File: config.mk
export PLATFORM = sky130hd
export DESIGN_NAME = box_muller_sequencer_flat
export DESIGN_NICKNAME = d
export VERILOG_FILES = /design/src/rtl/box_muller_pkg.sv /design/src/rtl/box_muller_sequencer_if.sv /design/src/rtl/bm_out_buffer.sv /design/src/rtl/box_muller_sequencer.sv /design/src/flat_wrapper.sv
export SDC_FILE = /design/constraint.sdc
export NUM_CORES = 1
export LEC_CHECK = 0
export ABC_AREA = 1
export CORE_ASPECT_RATIO = 1.5
export CORE_MARGIN = 10
export CORE_UTILIZATION = 40
export CTS_CLUSTER_SIZE = 28
export DETAILED_ROUTE_END_ITERATION = 8
export PLACE_DENSITY = 0.64
export SKIP_CTS_REPAIR_TIMING = 1
export SLEW_MARGIN = 20
export SYNTH_ARGS = -nofsm -noshare
export SYNTH_HDL_FRONTEND = slang
export SYNTH_SLANG_ARGS = --single-unit
File: constraint.sdc
create_clock -name clk -period 3.7 [get_ports clk]
set_input_delay 0.37 -clock clk [delete_from_list [all_inputs] [get_ports clk]]
set_output_delay 0.37 -clock clk [all_outputs]
set_load 0.05 [all_outputs]
File: src/rtl/box_muller_pkg.sv
// Shared types and defaults for the Box-Muller sequencer: FSM states,
// datapath widths and the default ROM/multiplier latencies.
package box_muller_pkg;

  localparam int DATA_W      = 16;
  localparam int ADDR_W      = 16;
  localparam int ROM_LAT_DEF = 2;
  localparam int MUL_LAT_DEF = 3;
  localparam int CNT_W       = 3;

  typedef enum logic [2:0] {
    IDLE,
    FETCH,
    ROM,
    MUL,
    PUSH
  } bm_state_e;

  typedef struct packed {
    logic [DATA_W-1:0] x0;
    logic [DATA_W-1:0] x1;
  } bm_pair_t;

endpackage

File: src/rtl/box_muller_sequencer_if.sv
// Uniform-word request channel and Gaussian sample stream of the sequencer.
interface box_muller_sequencer_if;
  import box_muller_pkg::*;

  logic              urng_req;
  logic              urng_valid;
  logic [31:0]       urng_word;
  logic [DATA_W-1:0] grv;
  logic              outputvalid;
  logic              grv_ready;

  modport master (
    output urng_req, grv, outputvalid,
    input  urng_valid, urng_word, grv_ready
  );

  modport slave (
    input  urng_req, grv, outputvalid,
    output urng_valid, urng_word, grv_ready
  );

endinterface

File: src/rtl/bm_out_buffer.sv
// Two-entry sample FIFO: a product pair is written in one cycle, samples
// leave one at a time from the head (x0 first, then x1).
module bm_out_buffer
  import box_muller_pkg::*;
(
  input  logic              clk,
  input  logic              rst_n,
  input  logic              push_i,
  input  bm_pair_t          pair_i,
  input  logic              pop_i,
  output logic [DATA_W-1:0] head_o,
  output logic [1:0]        count_o,
  output logic              empty_o,
  output logic              full_o
);

  logic [DATA_W-1:0] mem0_q, mem1_q;
  logic [1:0]        count_q, count_d;

  always_comb begin
    count_d = count_q;
    if (push_i) begin
      count_d = 2'd2;
    end else if (pop_i && (count_q != 2'd0)) begin
      count_d = count_q - 2'd1;
    end
  end

  always_ff @(posedge clk or negedge rst_n) begin
    if (!rst_n) begin
      count_q <= 2'd0;
    end else begin
      count_q <= count_d;
    end
  end

  // Payload carries no reset; occupancy alone decides what is visible.
  always_ff @(posedge clk) begin
    if (push_i) begin
      mem0_q <= pair_i.x0;
      mem1_q <= pair_i.x1;
    end else if (pop_i) begin
      mem0_q <= mem1_q;
    end
  end

  assign empty_o = (count_q == 2'd0);
  assign full_o  = (count_q == 2'd2);
  assign count_o = count_q;
  assign head_o  = empty_o ? '0 : mem0_q;

endmodule

File: src/rtl/box_muller_sequencer.sv
// Box-Muller control: fetches uniform words, sequences the fixed-latency ROM
// and multiplier, and queues each product pair onto the sample stream.
module box_muller_sequencer
  import box_muller_pkg::*;
#(
  parameter int ROM_LAT = ROM_LAT_DEF,
  parameter int MUL_LAT = MUL_LAT_DEF
) (
  input  logic                    clk,
  input  logic                    reset,
  input  logic                    enable,
  box_muller_sequencer_if.master  bus,
  output logic [ADDR_W-1:0]       addr1,
  output logic [ADDR_W-1:0]       addr2,
  output logic                    rom_en,
  output logic                    mul_en,
  input  logic [DATA_W-1:0]       mul_p0,
  input  logic [DATA_W-1:0]       mul_p1,
  output logic                    busy,
  output logic [7:0]              discard_cnt
);

  bm_state_e         state_q, state_d;
  logic [CNT_W-1:0]  cnt_q, cnt_d;
  logic [ADDR_W-1:0] addr1_q, addr1_d, addr2_q, addr2_d;
  logic [7:0]        disc_q, disc_d;
  bm_pair_t          hold_q, hold_d;

  logic              urng_req;
  logic              buf_push, buf_pop, buf_empty, buf_full;
  logic [1:0]        buf_cnt;
  bm_pair_t          buf_pair;
  logic [DATA_W-1:0] buf_head;
  logic              unused_buf_full;

  always_comb begin
    state_d  = state_q;
    cnt_d    = cnt_q;
    addr1_d  = addr1_q;
    addr2_d  = addr2_q;
    disc_d   = disc_q;
    hold_d   = hold_q;
    urng_req = 1'b0;
    rom_en   = 1'b0;
    mul_en   = 1'b0;
    buf_push = 1'b0;
    buf_pair = hold_q;

    case (state_q)
      IDLE: begin
        if (enable) state_d = FETCH;
      end
      FETCH: begin
        urng_req = 1'b1;
        if (bus.urng_valid) begin
          // ln(0) is undefined, so a zero u1 is dropped and counted.
          if (bus.urng_word[31:16] == '0) begin
            if (disc_q != 8'hFF) disc_d = disc_q + 8'd1;
          end else begin
            addr1_d = bus.urng_word[31:16];
            addr2_d = bus.urng_word[15:0];
            cnt_d   = '0;
            state_d = ROM;
          end
        end else if (!enable) begin
          state_d = IDLE;
        end
      end
      ROM: begin
        rom_en = (cnt_q == '0);
        if (cnt_q == CNT_W'(ROM_LAT - 1)) begin
          cnt_d   = '0;
          state_d = MUL;
        end else begin
          cnt_d = cnt_q + 1'b1;
        end
      end
      MUL: begin
        mul_en = (cnt_q == '0);
        if (cnt_q == CNT_W'(MUL_LAT)) begin
          if (buf_cnt == 2'd0) begin
            buf_push = 1'b1;
            buf_pair = {mul_p0, mul_p1};
            state_d  = enable ? FETCH : IDLE;
          end else begin
            hold_d  = {mul_p0, mul_p1};
            state_d = PUSH;
          end
        end else begin
          cnt_d = cnt_q + 1'b1;
        end
      end
      PUSH: begin
        if (buf_empty) begin
          buf_push = 1'b1;
          state_d  = enable ? FETCH : IDLE;
        end
      end
      default: state_d = IDLE;
    endcase
  end

  always_ff @(posedge clk or negedge reset) begin
    if (!reset) begin
      state_q <= IDLE;
      cnt_q   <= '0;
      addr1_q <= '0;
      addr2_q <= '0;
      disc_q  <= '0;
    end else begin
      state_q <= state_d;
      cnt_q   <= cnt_d;
      addr1_q <= addr1_d;
      addr2_q <= addr2_d;
      disc_q  <= disc_d;
    end
  end

  always_ff @(posedge clk) begin
    hold_q <= hold_d;
  end

  assign buf_pop = !buf_empty && bus.grv_ready;

  bm_out_buffer u_buf (
    .clk     (clk),
    .rst_n   (reset),
    .push_i  (buf_push),
    .pair_i  (buf_pair),
    .pop_i   (buf_pop),
    .head_o  (buf_head),
    .count_o (buf_cnt),
    .empty_o (buf_empty),
    .full_o  (buf_full)
  );

  // The FSM never writes unless the buffer is empty, so full is informational.
  assign unused_buf_full = buf_full;

  assign bus.urng_req    = urng_req;
  assign bus.grv         = buf_head;
  assign bus.outputvalid = !buf_empty;
  assign addr1           = addr1_q;
  assign addr2           = addr2_q;
  assign busy            = (state_q != IDLE);
  assign discard_cnt     = disc_q;

endmodule

File: src/flat_wrapper.sv
// flat-port wrapper written by rule: the top's interface ports become plain ports
module box_muller_sequencer_flat import box_muller_pkg::*;
#(
  parameter int ROM_LAT = ROM_LAT_DEF,
  parameter int MUL_LAT = MUL_LAT_DEF
)
  (clk, reset, enable, addr1, addr2, rom_en, mul_en, mul_p0, mul_p1, busy, discard_cnt, bus_urng_req, bus_grv, bus_outputvalid, bus_urng_valid, bus_urng_word, bus_grv_ready);
  box_muller_sequencer_if bus_i ();
  input  logic clk;
  input  logic reset;
  input  logic enable;
  output logic [ADDR_W-1:0] addr1;
  output logic [ADDR_W-1:0] addr2;
  output logic rom_en;
  output logic mul_en;
  input  logic [DATA_W-1:0] mul_p0;
  input  logic [DATA_W-1:0] mul_p1;
  output logic busy;
  output logic [7:0] discard_cnt;
  output wire logic [$bits(bus_i.urng_req)-1:0] bus_urng_req;
  output wire logic [$bits(bus_i.grv)-1:0] bus_grv;
  output wire logic [$bits(bus_i.outputvalid)-1:0] bus_outputvalid;
  input wire logic [$bits(bus_i.urng_valid)-1:0] bus_urng_valid;
  input wire logic [$bits(bus_i.urng_word)-1:0] bus_urng_word;
  input wire logic [$bits(bus_i.grv_ready)-1:0] bus_grv_ready;
  assign bus_urng_req = bus_i.urng_req;
  assign bus_grv = bus_i.grv;
  assign bus_outputvalid = bus_i.outputvalid;
  assign bus_i.urng_valid = bus_urng_valid;
  assign bus_i.urng_word = bus_urng_word;
  assign bus_i.grv_ready = bus_grv_ready;
  box_muller_sequencer #(.ROM_LAT(ROM_LAT), .MUL_LAT(MUL_LAT)) u_core (.clk(clk), .reset(reset), .enable(enable), .bus(bus_i), .addr1(addr1), .addr2(addr2), .rom_en(rom_en), .mul_en(mul_en), .mul_p0(mul_p0), .mul_p1(mul_p1), .busy(busy), .discard_cnt(discard_cnt));
endmodule
**Word level (Yosys, flattened, before mapping)**

Cells that the tools add are included.

- Word-level logic and storage cells: 77
- Register bits: 112
- Input bits: 69

- Bitwise logic cells: 2
- Equal/unequal tests: 16
- Reductions and logical operators: 17
- Mux-type cells: 29
- $add $sub $neg: 3

Operators by type and width:

| operator | count |
|---|---|
| 2-to-1 mux 32 bit | 3 |
| 2-to-1 mux 16 bit | 3 |
| 2-to-1 mux 3 bit | 12 |
| zero test 16 bit | 1 |
| case mux 3 bit (5 select lines) | 1 |
| equality test 3 x 2 -> 1 bit, second input constant | 3 |
| case mux 3 bit (3 select lines) | 1 |
| adder 8 x 1 -> 8 bit, second input constant | 1 |
| inequality test 2 bit, second input constant | 4 |
| inequality test 8 bit, second input constant | 1 |
| AND reduction 4 bit | 2 |
| equality test 3 x 1 -> 1 bit, second input constant | 2 |
| zero test 3 bit | 2 |
| 2-to-1 mux 1 bit | 6 |
| inequality test 2 x 1 -> 1 bit, second input constant | 3 |
| inequality test 3 bit, second input constant | 2 |
| AND reduction 3 bit | 2 |
| AND reduction 6 bit | 1 |
| nonzero test 2 bit | 3 |
| nonzero test 3 bit | 2 |
| 2-to-1 mux 2 bit | 2 |
| adder 3 x 1 -> 3 bit, second input constant | 1 |
| equality test 3 bit, second input constant | 1 |
| logical AND 1 bit | 2 |
| 5 further kinds | 6 |

**Logic depth before layout (Yosys ltp)**

- Depth after elaboration: 6
- Depth in mapped cells: 10
- Gate-level depth less buffers: 10

**Modules after synthesis**

Synthesis repeated with hierarchy kept, for this count alone.

- Cell total of the unflattened synthesis: 558
- Area total of the unflattened synthesis: 5182.5 sq um

By module, submodules not included:

| module | times used | seq. area each (sq um) | cells an instance | area an instance (sq um) |
|---|---|---|---|---|
| box_muller_sequencer | 1 | 2112.0 | 420 | 3726.1 |
| bm_out_buffer | 1 | 1011.0 | 138 | 1456.4 |

**Worst setup path before layout**

Ideal clock, no wire load.

- Kind: register -> register
- From: reg u_core.u_buf.count_q[0], in the netlist u_core.u_buf.count_o[0]
- To: reg u_core.hold_q[0] in the netlist's numbering, enable pin
- Period minus slack after synthesis: 2.740 ns
- Library setup time: 0.421 ns
- Data arrival time: 2.319 ns
- Path buffers: 2
- Path slack: 0.960 ns
- Stages on the path, launching flop included: 6
- Cells stage by stage: dfrtp_1 > inv_1 > ha_1 > buf_2 > buf_1 > nor2_1

- Cells in the longest elaborated chain, start to end: 3

Ends and longest elaborated chain:

| what | line | text |
|---|---|---|
| start: declaration | bm_out_buffer.sv:18 | `logic [1:0] count_q, count_d;` |
| start signal: assignment | bm_out_buffer.sv:33 | `count_q <= count_d;` |
| zero test 2 bit | box_muller_sequencer.sv:81 | `if (buf_cnt == 2'd0) begin` |
| inverter 1 bit (no line) | n/a |  |
| AND reduction 3 bit (no line) | n/a |  |
| end signal: assignment | box_muller_sequencer.sv:120 | `hold_q <= hold_d;` |
| end: declaration | box_muller_sequencer.sv:27 | `bm_pair_t hold_q, hold_d;` |

Every way passes these cells.
A chain may end at the register's enable or synchronous reset.

**Worst setup path in the final report**

- From: reg u_core.u_buf.count_q[0], in the netlist u_core.u_buf.count_o[0]
- To: out bus_grv[8]

- Cells in the longest elaborated chain, start to end: 2

Ends and longest elaborated chain:

| what | line | text |
|---|---|---|
| zero test 2 bit | bm_out_buffer.sv:47 | `assign empty_o = (count_q == 2'd0);` |
| 2-to-1 mux 16 bit | bm_out_buffer.sv:50 | `assign head_o = empty_o ? '0 : mem0_q;` |
| end: declaration | flat_wrapper.sv:21 | `output wire logic [$bits(bus_i.grv)-1:0] bus_grv;` |

Every way passes these cells.

==> qor.yml <==
status:
  status: "finished clean"
worst_setup_path:
  worstPathArrival_ps: 2440
  path_buf_inv: 3
  crit_path_max_fanout: 17
  worst_ep_required_time_ps: 3330
  path_cells: "inv_1 -> ha_1 -> buf_4 -> nor2_1 -> clkdlybuf4s50_1"
  worstSetupEndpointType: "output pin"
  cp_slowest_cell: "clkdlybuf4s50_1"
  cpPeakStageDelay_ps: 830
  largest_delay_contributor_family_on_the_critical_path: "buffers and inverters"
  critical_path_class: "reg -> out"
  critical_path_depth: 5
  worst-r2r-cell-count: 9
  start_kind: "flop"
sta:
  finalCriticalPeriod_ps: 2810
  setup-violations-final: 0
  rsz0062_at_grt: "false"
  drv_slew: 0
  totalNegativeSetupSlack_ps: 0
  report.final.hold_viol_count: 0
  finClkSkew_ps: 9.42
  achievable-frequency_ghz: 0.356
  slew_headroom: 0.363
  timing_worst_slew_pin_value_ps: 953
  layout_worst_path_cycle_share: 0.759
  worst_slack_ps: 890
grt:
  grt_util_all_layers: 0.140
  grt_first_pass_wirelength_mm: 20.6
  globalRouteOverflowTotal: 0
  first_global_vias: 4138
  grt_antenna_before_repair: 0
  grt_max_degree: 49
power_and_ir_drop:
  vdd_ir_drop_max_v: 0.000323
  static-leakage-power_nw: 2.93
  power_frac_seq: 0.345
  internal_dissipation_w: 0.00283
  swShare: 0.435
  power_density_mw_per_mm2: 742
  share_comb_of_total_power: 0.459
  clockPowerShare: 0.196
  total_switching_power_w: 0.00218
drt:
  ant_nets: 0
  vias: 4058
  drt_first_pass_iters: 4
  drt_wl_total_mm: 12.5
  drt_iter0_drc: 112
  routedWlPerCell_um: 15.2
  route.detailed.vias_per_inst: 4.93
  drc: 0
yosys:
  postSynthCellCount: 538
  post_synth_num_cell_types: 25
  synth-warning-count: 0
  ys_ff_latch: 112
  synth-simple-area-share: 0.264
  syn_area_sq_mm: 0.00502
  netlist_top_cells_area: "edfxtp_1, dfrtp_1, nand2_1, nand3_1, nor2_1"
  synthAdderAreaFrac: 0.0175
  synthDominantAreaCellType: "edfxtp_1"
  synth_compound_gate_area_share: 0.0342
  area_share_of_the_leading_cell_type_in_the_synthesized_netlist: 0.383
  synth_top_family_by_area: "simple AND/OR/NAND/NOR gates"
  seq_area_frac_synth: 0.622
  post_synth_mux_area_share: 0
  postSynthAreaPerCell_sq_um: 9.33
  post_synth_xor_area_fraction: 0.00698
  synth_nets: 614
final_layout:
  mostFrequentLayoutCell: "nand2_1"
  post_route_cells_drive_above_1_share: 0.0480
  layout.nets: 738
  area_growth_pct: 34.7
  final_design_area_excluding_fillers_sq_mm: 0.00676
  layout_common_cells: "nand2_1, clkdlybuf4s50_1, edfxtp_1, nand3_1, dfrtp_1"
  antenna_cells: 0
floorplanning:
  die_w_um: 111
  starting_density: 0.405
  placementRows: 50
  top_level_ports: 130
  placeableCoreArea_sq_mm: 0.0124
  die_height_um: 157
  design.die.area_sq_mm: 0.0175
clock_network:
  cts.root.buffer_cell: "clkbuf_16"
  tritoncts.num_buffers: 9
  clkSlewWorstSetupHoldPaths_ps: 70
  clock_path_buffers: 2
  cts_sinks: 112
  worst_skew_pair_latency_ps: 340
  tritoncts_clock_tree: "built"
  htree_levels: 3
placement:
  hpwl_mm: 9.43
  globalplace.congestion: 0.813
  port-buffer-count: 129
  placed_cell_area_sq_mm: 0.00645
  pre_cts_slack_ps: 1120
min_path:
  path_class_of_the_lowest_slack_min_delay_path: "in -> async"
run:
  max_cap_viol_count: 0
stage by stage:
stage | utilization | hold slack (ps) | power [W] | cells
3_3_place_gp | 0.521 | 453 | 0.00404 | 807
5_1_grt | 0.546 | 94.4 | 0.00527 | 823
3_5_place_dp | 0.521 | 459 | 0.00409 | 807
4_1_cts | 0.546 | 263 | 0.00508 | 823
6_report | 0.546 | 42.7 | 0.00502 | 823
2_1_floorplan | - | 74.4 | 0.00323 | 538
layout make-up:
class / instances / area [sq um]
clock inverter: 7 / 78.8
clock buffer: 9 / 225
inverter: 46 / 173
timing repair buffer: 136 / 1340
multi-input combinational: 357 / 1620
fill: 1092 / 5630
tap: 156 / 195
sequential: 112 / 3120
cells in the mapped netlist:
master / count
nand2_1: 186
edfxtp_1: 64
nand3_1: 57
dfrtp_1: 48
nor2_1: 47
inv_1: 43
o21ai_1: 23
nand4_1: 13
buf_2: 12
o21ai_0: 9
ha_1: 7
buf_1: 5
clkbuf_1: 5
inv_2: 3
xnor2_1: 3
nand3b_1: 2
nor2_4: 2
nor3_1: 2
a21oi_1: 1
buf_4: 1
nand2_4: 1
nand3_2: 1
nand4_2: 1
o22ai_1: 1
xor2_1: 1
flip-flops by register name (all words and copies together) (netlist names):
name	cells
u_core.hold_q	32
u_core.addr1	16
u_core.addr2	16
u_core.u_buf.mem0_q	16
u_core.u_buf.mem1_q	16
u_core.discard_cnt	8
u_core.cnt_q	3
u_core.state_q	3
u_core.u_buf.count_o	2
power groups by stage:
| stage | sequential [W] | combinational [W] | clock, W |
|---|---|---|---|
| detailed placement | 0.00176 | 0.00233 | 0 |
| floorplan | 0.00229 | 0.000941 | 0 |
| global placement | 0.00175 | 0.00229 | 0 |
| CTS | 0.00173 | 0.00234 | 0.00101 |
| finish | 0.00173 | 0.00230 | 0.000982 |
| global route | 0.00176 | 0.00246 | 0.00105 |
kinds of logic after synthesis:
kind of cell             count (synthesis)
flip-flops                             112
AO/OA/AOI/OAI                           34
AND/OR/NAND/NOR                        312
XOR/XNOR                                 4
adder cells (fa/ha/maj)                  7
buffers and inverters                   69
final timing paths:
check / start / to / slack, ps
setup / recovery: u_core.u_buf.count_o[0]$_DFFE_PN0P_ / bus_grv[8] / 890
hold / removal: reset / u_core.u_buf.count_o[1]$_DFFE_PN0P_ / 40
setup reg to reg: u_core.u_buf.count_o[0]$_DFFE_PN0P_ / u_core.u_buf.mem0_q[14]$_DFFE_PP_ / 1230
hold reg to reg: u_core.addr1[8]$_DFFE_PN0P_ / u_core.addr1[8]$_DFFE_PN0P_ / 470
max in group asynchronous: reset / u_core.addr2[10]$_DFFE_PN0P_ / 3250
min in group clk: u_core.addr1[8]$_DFFE_PN0P_ / u_core.addr1[8]$_DFFE_PN0P_ / 470
metal layers:
layer / GRT usage / vias up / part of all wire
li1: - / 2007 / -
met1: 0.171 / 1894 / 0.45
met2: 0.239 / 149 / 0.48
met3: 0.0366 / 8 / 0.059
met4: 0.0417 / 0 / 0.012
met5: 0 / - / 0
worst register-to-register path: cells and delay by family, from the launching register on:
| family | cells | cell delay [ps] |
|---|---|---|
| flops | 1 | 400 |
| fa+ha+maj | 1 | 530 |
| simple gates | 4 | 650 |
| buf+inv | 4 | 580 |
Power figures use the tool's default switching activity.
